==> src/rtl/multi_cycle_controller.sv <==
// multi_cycle_controller
//   Multi-cycle MIPS control unit. Each instruction walks FETCH -> DECODE ->
//   EXEC [-> MEM] [-> WB], with a TRAP state entered for interrupts, illegal
//   instructions and data-memory timeouts. The instruction word is held in an
//   internal IR. All control outputs are decoded from State and IR and are
//   forced to 0 while reset is held low.
//
// Ports
//   clk, reset        clock, synchronous active-low reset
//   InstrIn           instruction memory read data (latched in FETCH)
//   IRQ, IRQMask      level interrupt requests and per-line enables
//   PCSupervisor      kernel mode, suppresses interrupts only
//   MemReady          data memory completes the access this cycle
//   State             FETCH=0 DECODE=1 EXEC=2 MEM=3 WB=4 TRAP=5
//   IRWr, PCWr, PCSrc IR / PC load controls
//   RegDst .. LUOp    datapath control fields
//   ALUFun, MemToReg  ALU function and write-back source select
//   IRQAck            one-hot acknowledge during an interrupt TRAP
//   Cause             last trap cause: 0 none, 1 IRQ, 2 illegal, 3 bus timeout
module multi_cycle_controller #(
  parameter int IRQ_N       = 4,
  parameter int MEM_TIMEOUT = 15
) (
  input  logic             clk,
  input  logic             reset,
  input  logic [31:0]      InstrIn,
  input  logic [IRQ_N-1:0] IRQ,
  input  logic [IRQ_N-1:0] IRQMask,
  input  logic             PCSupervisor,
  input  logic             MemReady,
  output logic [2:0]       State,
  output logic             IRWr,
  output logic             PCWr,
  output logic [2:0]       PCSrc,
  output logic [1:0]       RegDst,
  output logic             RegWr,
  output logic             ALUSrc1,
  output logic             ALUSrc2,
  output logic             Sign,
  output logic             MemWr,
  output logic             MemRd,
  output logic             EXTOp,
  output logic             LUOp,
  output logic [5:0]       ALUFun,
  output logic [1:0]       MemToReg,
  output logic [IRQ_N-1:0] IRQAck,
  output logic [1:0]       Cause
);
  localparam int IW = (IRQ_N > 1) ? $clog2(IRQ_N) : 1;
  localparam int CW = (MEM_TIMEOUT > 0) ? $clog2(MEM_TIMEOUT + 1) : 1;

  typedef enum logic [2:0] {
    S_FETCH  = 3'd0,
    S_DECODE = 3'd1,
    S_EXEC   = 3'd2,
    S_MEM    = 3'd3,
    S_WB     = 3'd4,
    S_TRAP   = 3'd5
  } state_t;

  typedef enum logic [3:0] {
    K_R, K_I, K_LW, K_SW, K_BR, K_J, K_JAL, K_JR, K_JALR
  } kind_t;

  state_t        state_q, state_d;
  logic [31:0]   ir_q, ir_d;
  logic [1:0]    cause_q, cause_d;
  logic [IW-1:0] idx_q, idx_d;
  logic [CW-1:0] cnt_q, cnt_d;

  logic [5:0] op, fn;
  logic [4:0] rt;
  assign op = ir_q[31:26];
  assign fn = ir_q[5:0];
  assign rt = ir_q[20:16];

  // rs/rd/shamt/immediate fields belong to the datapath, not to control
  logic unused_ir;
  assign unused_ir = ^{ir_q[25:21], ir_q[15:6]};

  // Instruction decode: class plus the ALU-side control fields
  kind_t      kind;
  logic       legal;
  logic [5:0] dec_alu;
  logic       dec_s1, dec_s2, dec_sg, dec_ext, dec_lu;

  always_comb begin
    kind    = K_R;
    legal   = 1'b1;
    dec_alu = 6'b000000;
    dec_s1  = 1'b0;
    dec_s2  = 1'b0;
    dec_sg  = 1'b0;
    dec_ext = 1'b0;
    dec_lu  = 1'b0;
    case (op)
      6'h00: begin
        case (fn)
          6'h20: dec_sg = 1'b1;
          6'h22: begin dec_alu = 6'b000001; dec_sg = 1'b1; end
          6'h24: dec_alu = 6'b011000;
          6'h25: dec_alu = 6'b011110;
          6'h26: dec_alu = 6'b010110;
          6'h27: dec_alu = 6'b010001;
          6'h00: begin dec_alu = 6'b100000; dec_s1 = 1'b1; end
          6'h02: begin dec_alu = 6'b100001; dec_s1 = 1'b1; end
          6'h03: begin dec_alu = 6'b100011; dec_s1 = 1'b1; dec_sg = 1'b1; end
          6'h2a: begin dec_alu = 6'b110101; dec_sg = 1'b1; end
          6'h08: kind = K_JR;
          6'h09: kind = K_JALR;
          default: legal = 1'b0;
        endcase
      end
      6'h08: begin kind = K_I; dec_s2 = 1'b1; dec_sg = 1'b1; dec_ext = 1'b1; end
      6'h09: begin kind = K_I; dec_s2 = 1'b1; end
      6'h0c: begin kind = K_I; dec_s2 = 1'b1; dec_alu = 6'b011000; end
      6'h0d: begin kind = K_I; dec_s2 = 1'b1; dec_alu = 6'b011110; end
      6'h0a: begin kind = K_I; dec_s2 = 1'b1; dec_alu = 6'b110101; dec_sg = 1'b1; dec_ext = 1'b1; end
      6'h0b: begin kind = K_I; dec_s2 = 1'b1; dec_alu = 6'b110101; end
      6'h0f: begin kind = K_I; dec_s2 = 1'b1; dec_lu = 1'b1; end
      6'h23: begin kind = K_LW; dec_s2 = 1'b1; dec_sg = 1'b1; dec_ext = 1'b1; end
      6'h2b: begin kind = K_SW; dec_s2 = 1'b1; dec_sg = 1'b1; dec_ext = 1'b1; end
      6'h04: begin kind = K_BR; dec_alu = 6'b110011; dec_sg = 1'b1; dec_ext = 1'b1; end
      6'h05: begin kind = K_BR; dec_alu = 6'b110001; dec_sg = 1'b1; dec_ext = 1'b1; end
      6'h06: begin kind = K_BR; dec_alu = 6'b111101; dec_sg = 1'b1; dec_ext = 1'b1; end
      6'h07: begin kind = K_BR; dec_alu = 6'b111111; dec_sg = 1'b1; dec_ext = 1'b1; end
      // opcode 1 is only bltz when rt = 0 (bgez and friends are not supported)
      6'h01: begin kind = K_BR; dec_alu = 6'b111011; dec_sg = 1'b1; dec_ext = 1'b1; legal = (rt == 5'd0); end
      6'h02: kind = K_J;
      6'h03: kind = K_JAL;
      default: legal = 1'b0;
    endcase
  end

  // Interrupt qualification; the loop runs high-to-low so the lowest set
  // line is the last assignment and wins.
  logic [IRQ_N-1:0] irq_live;
  logic             pend;
  logic [IW-1:0]    pend_idx;
  assign irq_live = IRQ & IRQMask;
  assign pend     = (|irq_live) & ~PCSupervisor;

  always_comb begin
    pend_idx = '0;
    for (int i = IRQ_N - 1; i >= 0; i--) begin
      if (irq_live[i]) pend_idx = IW'(i);
    end
  end

  // cnt_q counts completed MEM waits; this MEM cycle is number cnt_q+1
  logic mem_expired;
  assign mem_expired = (MEM_TIMEOUT != 0) && (cnt_q == CW'(MEM_TIMEOUT - 1));

  always_comb begin
    state_d  = state_q;
    ir_d     = ir_q;
    cause_d  = cause_q;
    idx_d    = idx_q;
    cnt_d    = '0;
    IRWr     = 1'b0;
    PCWr     = 1'b0;
    PCSrc    = 3'b000;
    RegDst   = 2'b00;
    RegWr    = 1'b0;
    ALUSrc1  = 1'b0;
    ALUSrc2  = 1'b0;
    Sign     = 1'b0;
    MemWr    = 1'b0;
    MemRd    = 1'b0;
    EXTOp    = 1'b0;
    LUOp     = 1'b0;
    ALUFun   = 6'b000000;
    MemToReg = 2'b00;
    IRQAck   = '0;
    if (reset) begin
      case (state_q)
        S_FETCH: begin
          IRWr    = 1'b1;
          ir_d    = InstrIn;
          state_d = S_DECODE;
        end
        S_DECODE: begin
          if (pend) begin
            state_d = S_TRAP;
            cause_d = 2'd1;
            idx_d   = pend_idx;
          end else if (!legal) begin
            state_d = S_TRAP;
            cause_d = 2'd2;
          end else begin
            state_d = S_EXEC;
          end
        end
        S_EXEC: begin
          ALUFun  = dec_alu;
          ALUSrc1 = dec_s1;
          ALUSrc2 = dec_s2;
          Sign    = dec_sg;
          EXTOp   = dec_ext;
          LUOp    = dec_lu;
          state_d = S_WB;
          case (kind)
            K_BR:  begin PCWr = 1'b1; PCSrc = 3'b001; state_d = S_FETCH; end
            K_J:   begin PCWr = 1'b1; PCSrc = 3'b010; state_d = S_FETCH; end
            K_JAL: begin
              PCWr = 1'b1; PCSrc = 3'b010; RegWr = 1'b1; RegDst = 2'b10; MemToReg = 2'b10;
              state_d = S_FETCH;
            end
            K_JR:  begin PCWr = 1'b1; PCSrc = 3'b011; state_d = S_FETCH; end
            K_JALR: begin
              PCWr = 1'b1; PCSrc = 3'b011; RegWr = 1'b1; RegDst = 2'b10; MemToReg = 2'b10;
              state_d = S_FETCH;
            end
            K_LW, K_SW: state_d = S_MEM;
            default: ;
          endcase
        end
        S_MEM: begin
          ALUFun  = dec_alu;
          ALUSrc2 = dec_s2;
          Sign    = dec_sg;
          EXTOp   = dec_ext;
          MemRd   = (kind == K_LW);
          MemWr   = (kind == K_SW);
          if (MemReady) begin
            if (kind == K_SW) begin
              PCWr    = 1'b1;
              state_d = S_FETCH;
            end else begin
              state_d = S_WB;
            end
          end else if (mem_expired) begin
            state_d = S_TRAP;
            cause_d = 2'd3;
          end else begin
            cnt_d = cnt_q + CW'(1);
          end
        end
        S_WB: begin
          RegWr    = 1'b1;
          PCWr     = 1'b1;
          RegDst   = (kind == K_R) ? 2'b00 : 2'b01;
          MemToReg = (kind == K_LW) ? 2'b01 : 2'b00;
          state_d  = S_FETCH;
        end
        S_TRAP: begin
          RegWr    = 1'b1;
          RegDst   = 2'b11;
          MemToReg = 2'b10;
          PCWr     = 1'b1;
          PCSrc    = (cause_q == 2'd1) ? 3'b100 : 3'b101;
          if (cause_q == 2'd1) IRQAck = IRQ_N'(1) << idx_q;
          state_d  = S_FETCH;
        end
        default: state_d = S_FETCH;
      endcase
    end
  end

  always_ff @(posedge clk) begin
    if (!reset) begin
      state_q <= S_FETCH;
      ir_q    <= '0;
      cause_q <= '0;
      idx_q   <= '0;
      cnt_q   <= '0;
    end else begin
      state_q <= state_d;
      ir_q    <= ir_d;
      cause_q <= cause_d;
      idx_q   <= idx_d;
      cnt_q   <= cnt_d;
    end
  end

  assign State = reset ? state_q : 3'd0;
  assign Cause = reset ? cause_q : 2'd0;

endmodule

==> config.mk <==
export PLATFORM = sky130hd
export DESIGN_NAME = multi_cycle_controller
export DESIGN_NICKNAME = d
export VERILOG_FILES = /design/src/rtl/multi_cycle_controller.sv
export SDC_FILE = /design/constraint.sdc
export NUM_CORES = 1
export LEC_CHECK = 0
export CORE_MARGIN = 1.5
export CORE_UTILIZATION = 53
export DETAILED_ROUTE_END_ITERATION = 7
export DONT_BUFFER_PORTS = 1
export HOLD_SLACK_MARGIN = 0.06
export PLACE_DENSITY = 0.65
export SYNTH_ARGS = -nofsm -noshare
export SYNTH_HDL_FRONTEND = slang
export SYNTH_SLANG_ARGS = --single-unit
==> constraint.sdc <==
create_clock -name clk -period 1.9 [get_ports clk]
set_input_delay 0.19 -clock clk [delete_from_list [all_inputs] [get_ports clk]]
set_output_delay 0.19 -clock clk [all_outputs]
set_load 0.01 [all_outputs]
Word level (Yosys, flattened, before mapping)
Cells that the tools add are included.

Flip-flop bits (word level): 43. Input bits: 44. Output and inout bits: 32. Word-level logic and storage cells: 154.

Add/sub/neg operators: 1. Eq/ne operators: 45. Shift operators: 1. Muxes and demuxes: 71. Bitwise operators: 5. Reduce and logical (&&, ||, !) cells: 26.

Operators with widths (count): one-hot mux 6 bit (9 select lines) (2); equality test 6 x 4 -> 1 bit, second input constant (9); equality test 6 bit, second input constant (9); two-way mux 1 bit (32); one-hot mux 4 bit (7 select lines) (1); equality test 6 x 2 -> 1 bit, second input constant (4); equality test 6 x 3 -> 1 bit, second input constant (4); two-way mux 2 bit (12); two-way mux 3 bit (7); one-hot mux 2 bit (3 select lines) (3); OR reduction 9 bit (2); equality test 4 x 3 -> 1 bit, second input constant (4); OR reduction 15 bit (1); OR reduction 2 bit (7); zero test 6 bit (2); two-way mux 4 bit (3); two-way mux 6 bit (2); one-hot mux 3 bit (2 select lines) (2); one-hot mux 3 bit (4 select lines) (1); OR reduction 12 bit (1); OR reduction 4 bit (3); OR reduction 5 bit (2); equality test 4 x 2 -> 1 bit, second input constant (2); equality test 4 bit, second input constant (2); 24 further kinds (32).

Logic depth before layout (Yosys ltp)
Depth after elaboration: 8. Mapped depth: 7. Depth with buffers taken out: 7.

Worst setup path before layout
OpenSTA, ideal clock, no wires.

Path type: register -> output. Start point: register ir_q[31]. End point: output port RegDst[1]. Arrival time: 1606 ps. Data required time: 1710 ps. Setup slack: 104 ps. Stages on the path, launching flop included: 7. Buffers on the path: 2. Cell sequence: dfxtp_1 -> buf_6 -> nor4_4 -> and3_1 -> a22oi_1 -> o21ai_0 -> buf_4.

Word-level cells in the longest chain between the ends: 8. Elaborated cells on any way between the ends: 26. Those cells by class: eq/ne: 18; mux: 4; reduce/logical: 4.

Ends and longest elaborated chain: start: declaration (line 66) `logic [31:0] ir_q, ir_d;`; start signal: assignment (line 269) `ir_q <= ir_d;`; equality test 6 x 4 -> 1 bit, or another cell as far along (line 96) `case (op)`; OR reduction 7 bit (no line) / OR reduction 5 bit (equally long branches); one-hot mux 4 bit (7 select lines) * (line 96); equality test 4 bit / equality test 4 x 3 -> 1 bit (equally long branches) (line 202) `case (kind)`; OR reduction 2 bit (no line) *; two-way mux 2 bit * (line 202); one-hot mux 2 bit (3 select lines) * (line 176) `case (state_q)`; two-way mux 2 bit * (line 175) `if (reset) begin`; end: declaration (line 35) `output logic [1:0] RegDst,`.

Every way passes the cells marked *; elsewhere a longest branch is shown, timed or not.

Final worst setup path
Start point: register ir_q[31]. End point: output port ALUFun[0].

Word-level cells in the longest chain between the ends: 5. Elaborated cells on any way between the ends: 14. Those cells by class: eq/ne: 9; mux: 3; reduce/logical: 2.

Ends and longest elaborated chain: equality test 6 x 4 -> 1 bit (line 96); OR reduction 2 bit (no line); one-hot mux 6 bit (9 select lines) * (line 96); two-way mux 6 bit * (line 176); two-way mux 6 bit * (line 175); end: declaration (line 44) `output logic [5:0] ALUFun,`.

Marked as above.

==> flow_summary.yaml <==
setup_path:
  timing.critical_path.required_ps: 1710
  cp_num_cells: 5
  cp_slowest_stage_delay_ps: 380
  r2r_end: "state_q[2]"
  ff2ff_path_depth: 6
  setup.worst_path.end_class: "output port"
  regToRegSetupSlack_ps: 230
  setup.worst_path.start_class: "flip-flop"
  crit_type: "flip-flop to output port"
  worstPathArrival_ps: 1730
  critical_path.reg2reg.startpoint: "ir_q[26]"
  timing.critical_path.slowest_stage_cell: "dfxtp_4"
  timing.critical_path.to: "ALUFun[0]"
  cp-startpoint: "ir_q[31]"
  cpLargestDelayFamily: "simple AND/OR/NAND/NOR gates"
  worst-path-buf-inv: 1
  path_cells: "nor4_4 > and2_4 > o21ai_1 > o41ai_2 > buf_4"
  cp_max_fo: 6
grt:
  global_route.overflow_total: 0
  grt_usage: 0.244
  global_route.usage.met3: 0.0389
  grt_antenna_before_repair: 0
  groute.layer.met1.usage: 0.340
  grt_pass1_wl_um: 8420
  grt_max_degree: 22
  gr_util_met2: 0.390
  grt_pass1_vias: 1844
  gr-max-usage-layer: "met2"
clocking:
  clock_tree_from_tritoncts: "done"
  insertion_delay_ps: 280
  cts-htree-levels: 1
  cts_inserted_buffers: 3
  cts.sink_count: 28
  cts-root-to-sink-buffers: 2
  clkTransAtPathRegs_ps: 100
  clk_root_buffer_cell: "clkbuf_8"
place:
  io_buffers: 0
  place_congestion: 0.914
  dp_slack_ps: 103
  place.detailed.hpwl_um: 3890
finish:
  finish.net_count: 377
  area_delta_synth_final_pct: 27.1
  num-fill-cells: 326
  antenna_cells_inserted: 0
  post_route_cells_drive_above_1_share: 0.267
  seqCellArea_um2: 589
  multi_input_combinational_cell_area_um2: 1620
drt:
  wl_um: 5560
  postRouteAntennaNets: 0
  drt_first_pass_iters: 5
  post_drt_via_cell_ratio: 5.74
  routed_wire_length_per_instance_um: 14.6
  detailedRoute.firstIterationViolations: 143
  detail_route.drc_violations: 0
  via_count: 2180
synthesis:
  syn_area_um2: 2160
  mappedNetlistNets: 349
  syn-mean-instance-area_um2: 7.12
  yosys_register_bits: 28
  asyncSetResetFlopFracSynth: 0
  synth_cell_type_count: 58
  syn_inst: 303
  postSynth.topFlopCell: "dfxtp_1"
  synth-edff-count: 0
  synth-seq-area-share: 0.260
  synth_warnings: 0
timing:
  skew_ps: 4.86
  achievable-frequency_mhz: 522
  post-route-period-util: 1.01
  setup_ws_ps: -16.7
  setup_total_negative_slack_ps: -16.7
  period_needed_ps: 1920
  setup_viol_count_final: 1
  timing.slew.headroom: 0.572
  final-hold-violation-count: 0
  rsz0062_at_grt: "true"
  report.final.slew_viol_count: 0
  slew_worst_pin_ps: 639
pwr:
  clkPwrFrac: 0.105
  internal-power_w: 0.00196
  sequentialPowerShare: 0.291
  power_density_nw_per_um2: 1330
  ir_drop_v: 0.000750
  sw_frac_of_total: 0.465
  static_leakage_power_nw: 1.01
  power.switching_w: 0.00170
  pwr-share-comb: 0.604
run:
  max_cap_violations: 0
status:
  failing_checks: "negative setup slack"
  run_status: "finished, violations left"
min_path:
  hold_path_class: "primary input to flip-flop"
  min-delay-start: "InstrIn[19]"
floorplan:
  initial_core_util: 0.547
  placeableCoreArea_um2: 3940
  die_area_um2: 4460
  pin_count: 76
  die_w_um: 66.8
  placement_rows: 23
  chipHeight_um: 66.8
## cells in the mapped netlist, types with 2 or more instances
cell	count	area, um^2
a211oi_1	3	22.5
a21boi_0	15	113
a21boi_1	5	37.5
a21o_1	2	15.0
a21oi_1	17	85.1
a22oi_1	4	30.0
a31oi_1	6	37.5
a32oi_1	2	17.5
and2_1	9	56.3
and3_1	5	31.3
buf_2	8	40.0
buf_4	3	22.5
buf_6	2	22.5
clkbuf_1	9	33.8
dfxtp_1	28	561
ha_1	2	25.0
inv_1	7	26.3
nand2_1	55	206
nand2b_1	8	50.1
nand3_1	9	45.0
nor2_1	25	93.8
nor2b_1	9	56.3
nor3_1	11	55.1
nor4_1	2	12.5
o211ai_1	3	22.5
o21ai_0	15	75.1
o21ai_1	2	10.0
or2_1	2	12.5
or3_1	2	12.5
xnor2_1	3	26.3
xor2_1	3	26.3
## cell usage in the layout (no fill, tap or decap), types with 7 or more instances in the layout
master         instances
a21oi_1               13
dfxtp_1               17
a21boi_0              15
nor2_1                22
inv_1                  7
nand3_1                7
buf_4                 29
nor2b_1                7
nand2b_1               8
dlygate4sd3_1         17
nand2_1               53
o21ai_0               11
## power groups by stage
stage,Combinational (W),Clock (W),Sequential [W]
floorplan,0.00157,0,0.000879
global placement,0.00184,0,0.00102
detailed placement,0.00186,0,0.00103
CTS,0.00198,0.000391,0.00104
global route,0.00244,0.000407,0.00110
finish,0.00221,0.000382,0.00106
## per-stage QoR
step	std cells	hold slack [ps]	instance area, um^2	utilization	power (W)
after floorplan	303	325	2160	-	0.00244
after global placement	355	328	2280	0.579	0.00286
after detailed placement	355	333	2280	0.579	0.00289
after CTS	377	67.5	2580	0.655	0.00341
after global routing	380	62.0	2740	0.695	0.00395
final	380	60.7	2740	0.695	0.00365
## cells by family (layout without fill, tap and decap cells)
kind of cell / Yosys count / after routing / share of synthesized area
buffers and inverters: 30 / 57 / 0.0690
XOR/XNOR: 6 / 6 / 0.0244
adder cells (fa/ha/maj): 2 / 2 / 0.0116
flip-flops: 28 / 28 / 0.260
AND/OR/NAND/NOR: 149 / 149 / 0.347
multiplexers: 2 / 2 / 0.00986
AO/OA/AOI/OAI: 86 / 86 / 0.278
## layer usage
| layer | vias to the layer above | part of all wire |
|---|---|---|
| li1 | 1120 | - |
| met1 | 984 | 0.46 |
| met2 | 68 | 0.46 |
| met3 | 8 | 0.065 |
| met4 | 0 | 0.013 |
| met5 | - | 0 |
## final cells by class
cell class / instances / share of cell area
Sequential cell: 28 / 0.215
Inverter: 7 / 0.00958
Timing Repair Buffer: 46 / 0.141
Multi-Input combinational cell: 245 / 0.591
Tap cell: 50 / 0.0228
Clock buffer: 4 / 0.0201
## how the worst min path moves through the flow
stage | endpoint | cells past startpoint | slack (ps)
2_1_floorplan | ir_q[30] | 2 | 320
3_3_place_gp | ir_q[28] | 2 | 330
3_5_place_dp | ir_q[29] | 2 | 330
4_1_cts | ir_q[19] | 2 | 70
5_1_grt | cause_q[0] | 2 | 60
6_report | ir_q[19] | 2 | 60
## timing repair
action | 4_1_cts | 5_1_grt
pin swaps | 4 | 13
setup endpoints to repair | 14 | 22
resized for setup | 22 | 39
hold buffers | 17 | 0
buffers inserted | 1 | 3
hold endpoints to repair | 21 | 0
## sequential cells by signal, indices dropped and copies added (netlist names)
signal / count
idx_q: 2
ir_q: 17
cnt_q: 4
state_q: 3
cause_q: 2
Note: power is estimated with default switching activity, not from simulation.
